### config.mk
export PLATFORM = sky130hd
export DESIGN_NAME = div_frac_seq_flat
export DESIGN_NICKNAME = d
export VERILOG_FILES = /design/src/rtl/div_frac_seq_pkg.sv /design/src/rtl/div_frac_seq_if.sv /design/src/rtl/div_frac_seq.sv /design/src/flat_wrapper.sv
export SDC_FILE = /design/constraint.sdc
export NUM_CORES = 1
export LEC_CHECK = 0
export CORE_MARGIN = 3
export CORE_UTILIZATION = 45
export DETAILED_ROUTE_END_ITERATION = 10
export PLACE_DENSITY = 0.76
export SYNTH_ARGS = -nofsm -noshare
export SYNTH_HDL_FRONTEND = slang
export SYNTH_SLANG_ARGS = --single-unit
export TNS_END_PERCENT = 10
### constraint.sdc
create_clock -name clock -period 6.1 [get_ports clock]
set_clock_uncertainty 0.15 [all_clocks]
set_input_delay 1.83 -clock clock [delete_from_list [all_inputs] [get_ports clock]]
set_output_delay 1.83 -clock clock [all_outputs]
set_load 0.01 [all_outputs]
### src/rtl/div_frac_seq_pkg.sv
// Shared Q-format constants, types and helpers for the fixed-point datapath.
// The divider below computes the inverse of fx_mul.
package div_frac_seq_pkg;

    localparam int unsigned DATA_WIDTH = 32;
    localparam int unsigned FRAC_BITS  = 10;
    localparam int unsigned QUANT_VAL  = 1 << FRAC_BITS;

    // Quotient bits produced: the full |a| << FRAC_BITS dividend width.
    localparam int unsigned ITER  = DATA_WIDTH + FRAC_BITS + 1;
    localparam int unsigned MAG_W = DATA_WIDTH + 1;
    localparam int unsigned CNT_W = $clog2(ITER + 1);

    localparam logic [DATA_WIDTH-1:0] Q_MAX = {1'b0, {(DATA_WIDTH-1){1'b1}}};
    localparam logic [DATA_WIDTH-1:0] Q_MIN = {1'b1, {(DATA_WIDTH-1){1'b0}}};

    typedef logic signed [DATA_WIDTH-1:0] fixed_t;

    typedef enum logic [1:0] {
        IDLE,
        CALC,
        FIX,
        DONE
    } div_state_t;

    // Q-format multiply: full-width product rescaled by the fraction bits.
    function automatic fixed_t fx_mul(fixed_t a, fixed_t b);
        logic signed [2*DATA_WIDTH-1:0] prod;
        prod = (2*DATA_WIDTH)'(a) * (2*DATA_WIDTH)'(b);
        return fixed_t'(prod >>> FRAC_BITS);
    endfunction

    // Integer part of a Q-format value (floor).
    function automatic fixed_t fx_dequantize(fixed_t a);
        return a >>> FRAC_BITS;
    endfunction

endpackage

### src/rtl/div_frac_seq_if.sv
// Operand/result handshake bundle for the sequential fixed-point divider.
interface div_frac_seq_if;
    import div_frac_seq_pkg::*;

    logic                  in_valid;
    logic                  in_ready;
    logic [DATA_WIDTH-1:0] in_a;
    logic [DATA_WIDTH-1:0] in_b;
    logic                  out_valid;
    logic                  out_ready;
    logic [DATA_WIDTH-1:0] out_q;
    logic                  out_div0;
    logic                  out_ovf;

    modport master (
        output in_valid, in_a, in_b, out_ready,
        input  in_ready, out_valid, out_q, out_div0, out_ovf
    );

    modport slave (
        input  in_valid, in_a, in_b, out_ready,
        output in_ready, out_valid, out_q, out_div0, out_ovf
    );

endinterface

### src/rtl/div_frac_seq.sv
// Multi-cycle signed Q-format divider: out = trunc((a << FRAC_BITS) / b).
// Restoring division on magnitudes, one quotient bit per clock, sign/saturation in a final cycle.
module div_frac_seq
    import div_frac_seq_pkg::*;
(
    input  logic          clock,
    input  logic          reset_n,
    div_frac_seq_if.slave bus
);

    localparam logic [ITER-1:0] MAG_NEG_LIM = ITER'(1) << (DATA_WIDTH - 1);
    localparam logic [ITER-1:0] MAG_POS_LIM = MAG_NEG_LIM - ITER'(1);

    div_state_t            state_q, state_d;
    logic [ITER-1:0]       dvd_q, dvd_d;
    logic [ITER-1:0]       quot_q, quot_d;
    logic [MAG_W-1:0]      bmag_q, bmag_d;
    logic [MAG_W-1:0]      rem_q, rem_d;
    logic [CNT_W-1:0]      cnt_q, cnt_d;
    logic                  neg_q, neg_d;
    logic                  zero_q, zero_d;
    logic                  in_ready_q, in_ready_d;
    logic                  out_valid_q, out_valid_d;
    logic [DATA_WIDTH-1:0] res_q, res_d;
    logic                  div0_q, div0_d;
    logic                  ovf_q, ovf_d;

    logic [MAG_W-1:0]      a_ext, b_ext, a_mag, b_mag;
    logic [MAG_W:0]        rem_shift;
    logic [MAG_W-1:0]      rem_sub;
    logic                  q_bit;

    // Next-state, datapath step and registered-output next values.
    always_comb begin
        state_d     = state_q;
        dvd_d       = dvd_q;
        quot_d      = quot_q;
        bmag_d      = bmag_q;
        rem_d       = rem_q;
        cnt_d       = cnt_q;
        neg_d       = neg_q;
        zero_d      = zero_q;
        res_d       = res_q;
        div0_d      = div0_q;
        ovf_d       = ovf_q;

        a_ext     = {bus.in_a[DATA_WIDTH-1], bus.in_a};
        b_ext     = {bus.in_b[DATA_WIDTH-1], bus.in_b};
        a_mag     = a_ext[MAG_W-1] ? (MAG_W'(0) - a_ext) : a_ext;
        b_mag     = b_ext[MAG_W-1] ? (MAG_W'(0) - b_ext) : b_ext;
        rem_shift = {rem_q, dvd_q[ITER-1]};
        q_bit     = (rem_shift >= {1'b0, bmag_q});
        // The true difference is below |b| whenever it is used, so modulo width is exact.
        rem_sub   = rem_shift[MAG_W-1:0] - bmag_q;

        case (state_q)
            IDLE: begin
                if (bus.in_valid && in_ready_q) begin
                    dvd_d   = {a_mag, FRAC_BITS'(0)};
                    bmag_d  = b_mag;
                    rem_d   = '0;
                    quot_d  = '0;
                    cnt_d   = '0;
                    // With b == 0 this reduces to sign(a), which picks the div0 rail.
                    neg_d   = bus.in_a[DATA_WIDTH-1] ^ bus.in_b[DATA_WIDTH-1];
                    zero_d  = (bus.in_b == '0);
                    state_d = (bus.in_b == '0) ? FIX : CALC;
                end
            end
            CALC: begin
                rem_d  = q_bit ? rem_sub : rem_shift[MAG_W-1:0];
                quot_d = {quot_q[ITER-2:0], q_bit};
                dvd_d  = {dvd_q[ITER-2:0], 1'b0};
                cnt_d  = cnt_q + CNT_W'(1);
                if (cnt_q == CNT_W'(ITER - 1)) begin
                    state_d = FIX;
                end
            end
            FIX: begin
                div0_d = 1'b0;
                ovf_d  = 1'b0;
                if (zero_q) begin
                    res_d  = neg_q ? Q_MIN : Q_MAX;
                    div0_d = 1'b1;
                end else if (!neg_q) begin
                    if (quot_q > MAG_POS_LIM) begin
                        res_d = Q_MAX;
                        ovf_d = 1'b1;
                    end else begin
                        res_d = quot_q[DATA_WIDTH-1:0];
                    end
                end else begin
                    if (quot_q > MAG_NEG_LIM) begin
                        res_d = Q_MIN;
                        ovf_d = 1'b1;
                    end else begin
                        res_d = DATA_WIDTH'(0) - quot_q[DATA_WIDTH-1:0];
                    end
                end
                state_d = DONE;
            end
            DONE: begin
                if (bus.out_ready) begin
                    state_d = IDLE;
                end
            end
            default: state_d = IDLE;
        endcase

        in_ready_d  = (state_d == IDLE);
        out_valid_d = (state_d == DONE);
    end

    always_ff @(posedge clock or negedge reset_n) begin
        if (!reset_n) begin
            state_q     <= IDLE;
            dvd_q       <= '0;
            quot_q      <= '0;
            bmag_q      <= '0;
            rem_q       <= '0;
            cnt_q       <= '0;
            neg_q       <= 1'b0;
            zero_q      <= 1'b0;
            in_ready_q  <= 1'b1;
            out_valid_q <= 1'b0;
            res_q       <= '0;
            div0_q      <= 1'b0;
            ovf_q       <= 1'b0;
        end else begin
            state_q     <= state_d;
            dvd_q       <= dvd_d;
            quot_q      <= quot_d;
            bmag_q      <= bmag_d;
            rem_q       <= rem_d;
            cnt_q       <= cnt_d;
            neg_q       <= neg_d;
            zero_q      <= zero_d;
            in_ready_q  <= in_ready_d;
            out_valid_q <= out_valid_d;
            res_q       <= res_d;
            div0_q      <= div0_d;
            ovf_q       <= ovf_d;
        end
    end

    assign bus.in_ready  = in_ready_q;
    assign bus.out_valid = out_valid_q;
    assign bus.out_q     = res_q;
    assign bus.out_div0  = div0_q;
    assign bus.out_ovf   = ovf_q;

endmodule

### src/flat_wrapper.sv
// flat-port wrapper written by rule: the top's interface ports become plain ports
module div_frac_seq_flat import div_frac_seq_pkg::*;
  (clock, reset_n, bus_in_valid, bus_in_a, bus_in_b, bus_out_ready, bus_in_ready, bus_out_valid, bus_out_q, bus_out_div0, bus_out_ovf);
  div_frac_seq_if bus_i ();
  input  logic clock;
  input  logic reset_n;
  input wire logic [$bits(bus_i.in_valid)-1:0] bus_in_valid;
  input wire logic [$bits(bus_i.in_a)-1:0] bus_in_a;
  input wire logic [$bits(bus_i.in_b)-1:0] bus_in_b;
  input wire logic [$bits(bus_i.out_ready)-1:0] bus_out_ready;
  output wire logic [$bits(bus_i.in_ready)-1:0] bus_in_ready;
  output wire logic [$bits(bus_i.out_valid)-1:0] bus_out_valid;
  output wire logic [$bits(bus_i.out_q)-1:0] bus_out_q;
  output wire logic [$bits(bus_i.out_div0)-1:0] bus_out_div0;
  output wire logic [$bits(bus_i.out_ovf)-1:0] bus_out_ovf;
  assign bus_i.in_valid = bus_in_valid;
  assign bus_i.in_a = bus_in_a;
  assign bus_i.in_b = bus_in_b;
  assign bus_i.out_ready = bus_out_ready;
  assign bus_in_ready = bus_i.in_ready;
  assign bus_out_valid = bus_i.out_valid;
  assign bus_out_q = bus_i.out_q;
  assign bus_out_div0 = bus_i.out_div0;
  assign bus_out_ovf = bus_i.out_ovf;
  div_frac_seq u_core (.clock(clock), .reset_n(reset_n), .bus(bus_i));
endmodule
==> qor.yml <==
synth.distinct_cells: 60
routedWlPerCell_um: 15.5
top_layer_used: "met5"
cts_tree: "done"
final_max_slew_viol_count: 0
power.density_mw_per_mm2: 641
seq_area_frac_synth_pct: 40.4
yosysWarnings: 0
postCtsResizedCells: 0
clkPwrFrac_pct: 13.7
cts.hold.buffers_added: 0
vdd_drop_max_mv: 0.395
fin_ws_ps: 1100
fin_util_pct: 53.3
fp.coreArea_mm2: 0.0253
synth_edf_count: 0
num_vias: 10130
critical_path_class: "input pin to flip-flop"
dp_hpwl_mm: 19.3
cp.arrival_ps: 5120
synth_seq_cells: 188
comb_power_share_pct: 59.7
grt_pass1_wl_mm: 47.5
tightest_slew_ps: 1160
synth_xor_area_share_pct: 7.45
p_int_mw: 4.55
setup-tns-final_ps: 0
max_slew_margin_pct: 22.7
drive_above_1_share_pct: 4.60
status: "complete, no violations"
finalNonFillerCells: 1788
leakagePower_nw: 5.80
die_area_mm2: 0.0278
drc: 0
switchingPower_mw: 4.09
fill_cells: 2327
wl_met2_mm: 12.7
grt_pass1_vias: 9639
placed_cells: 1756
post_dp_cell_area_mm2: 0.0129
worstPathRequired_ps: 6230
grt_overflow: 0
first_pass_iters: 5
synth.avg_cell_area_um2: 8.30
drtIter0Drc: 883
synthArstFlopShare_pct: 100
cts_root_buf: "clkbuf_16"
drt_wl_total_mm: 27.8
num_rows: 58
grt_max_degree: 121
period_needed_ps: 5000
yosys.area_share.simple_pct: 19.0
synth_fp_nets: 1511
finalHoldViolations: 0
synth_top_flop_cell: "dfrtp_1"
ant_nets: 0
die_height_um: 167
synth_top_family_by_area: "compound AO/OA/AOI/OAI gates"
cts_buffers: 17
pwr-share-seq_pct: 26.5
fin_area_mm2: 0.0135
synthCells: 1403
yosysTopAreaCellShare_pct: 40.2
htreeDepth: 4
synth_compound_area_share_pct: 22.1
insertion_delay_ps: 430
nets: 1553
synth_most_common_cell: "nand2_1"
num_io_pins: 104
fmax_ghz: 0.200
synth.area.mux_share_pct: 1.99
report.final.setup_viol: 0
die_x_um: 167
setup.worst_path.start_class: "input pin"
port_buffers: 103
antenna_found_initial: 1
synthAdderAreaFrac_pct: 4.36
synthTopCellsByArea: "dfrtp_1 (40%), o21ai_0 (9.5%), nand2_1 (7.3%), xor2_1 (5.3%), ha_1 (4.2%)"
power.total_mw: 8.65
synth_area_mm2: 0.0116
cap_violations: 0
r2r_setup_slack_ps: 2270
dp_slack_ps: 650
crit_path_end_kind: "flip-flop"
hp-class: "flip-flop to flip-flop"
grt_setup_unrepaired: "no"
post_cts_buffers: 0
clk_pin_slew_worst_paths_ps: 70
multi_input_area_mm2: 0.00644
grt_use_total_pct: 19.9
swShare_pct: 47.3
diodes: 0
register_area_mm2: 0.00471
met3WireLength_mm: 1.36
synthTopCellsByCount: "nand2_1 (225), o21ai_0 (220), dfrtp_1 (187)"
synth_area_leader_cell: "dfrtp_1"
cts_buffer_depth: 2
cts_sinks: 188
wirelength_met1_mm: 13.4
start_util_pct: 46.0
vias_per_cell: 5.67
finalCritPeriodShare_pct: 81.9
syn_to_final_growth_pct: 16.0
whs_ps: 329
cp_max_fo: 5
place_congestion: 0.904
## kinds of logic after synthesis
logic type                 after synthesis
buffers and inverters                  143
AOI/OAI and AO/OA                      440
xor gates and xnor gates                99
muxes                                   23
adders and majority gates               40
DFF                                    188
and+or+nand+nor                        470
## critical path: stages
cell and delay (ps):
clkdlybuf4s50_1 440, inv_1 70, ha_1 150, nand2b_1 90, or4_1 430, or2_1 280, nand2b_1 220, or4_1 560
or4_4 490, o41ai_2 330, xor2_1 160, o21ai_0 80
## layout make-up
cell class | instances | area share, %
multi-input combinational | 1072 | 47.7
sequential | 188 | 34.9
timing repair buffer | 113 | 8.22
clock buffer | 18 | 3.18
tap | 330 | 3.06
clock inverter | 14 | 1.51
inverter | 53 | 1.47
## metal layers
layer,vias to the layer above,GRT usage (%)
li1,5039,-
met1,4790,29.0
met2,278,31.9
met3,21,3.20
met4,2,3.52
met5,-,0
## registers in the layout, summed over array words and instances (netlist names)
name                  cells
u_core.bmag_q            33
u_core.bus.in_ready       1
u_core.bus.out_div0       1
u_core.bus.out_ovf        1
u_core.bus.out_q         32
u_core.bus.out_valid      1
u_core.cnt_q              6
u_core.dvd_q             33
u_core.neg_q              1
u_core.quot_q            43
u_core.rem_q             33
u_core.state_q            2
u_core.zero_q             1
## path summary, 6_finish.rpt
path	from	to	cells past startpoint
setup / recovery	bus_in_b[1]	u_core.bmag_q[30]$_DFFE_PN0P_	12
hold / removal	u_core.bmag_q[13]$_DFFE_PN0P_	u_core.bmag_q[13]$_DFFE_PN0P_	2
setup reg to reg	u_core.quot_q[11]$_DFFE_PN0P_	u_core.bus.out_q[15]$_DFFE_PN0N_	9
hold reg to reg	u_core.bmag_q[13]$_DFFE_PN0P_	u_core.bmag_q[13]$_DFFE_PN0P_	2
max in group asynchronous	reset_n	u_core.bus.in_ready$_DFF_PN1_	2
min in group asynchronous	reset_n	u_core.bus.out_q[6]$_DFFE_PN0N_	1
## layout by cell type (no fill, tap or decap), types with 5 or more instances in the layout
cell	n
a21o_1	18
a21oi_1	73
a22oi_1	28
a31oi_1	18
and3_1	5
buf_4	10
clkbuf_16	17
clkdlybuf4s50_1	102
dfrtp_1	187
ha_1	39
inv_1	52
mux2i_1	22
nand2_1	225
nand2b_1	20
nand3_1	21
nand4_1	19
nor2_1	74
nor2b_1	5
nor3_1	27
nor4_1	12
o21ai_0	220
o21ai_1	5
o21bai_1	7
o22ai_1	14
o31ai_1	18
o41ai_1	7
or3_1	19
or4_1	13
xnor2_1	29
xor2_1	70
## power by group through the flow
| stage | clock, mW | sequential [mW] | combinational (mW) |
|---|---|---|---|
| finish | 1.19 | 2.30 | 5.16 |
| global route | 1.26 | 2.38 | 5.83 |
| CTS | 1.21 | 2.29 | 5.14 |
| detailed placement | 0 | 2.31 | 5.11 |
| global placement | 0 | 2.28 | 4.98 |
| floorplan | 0 | 2.16 | 3.89 |
No activity file was read; power rests on OpenSTA's default activity.
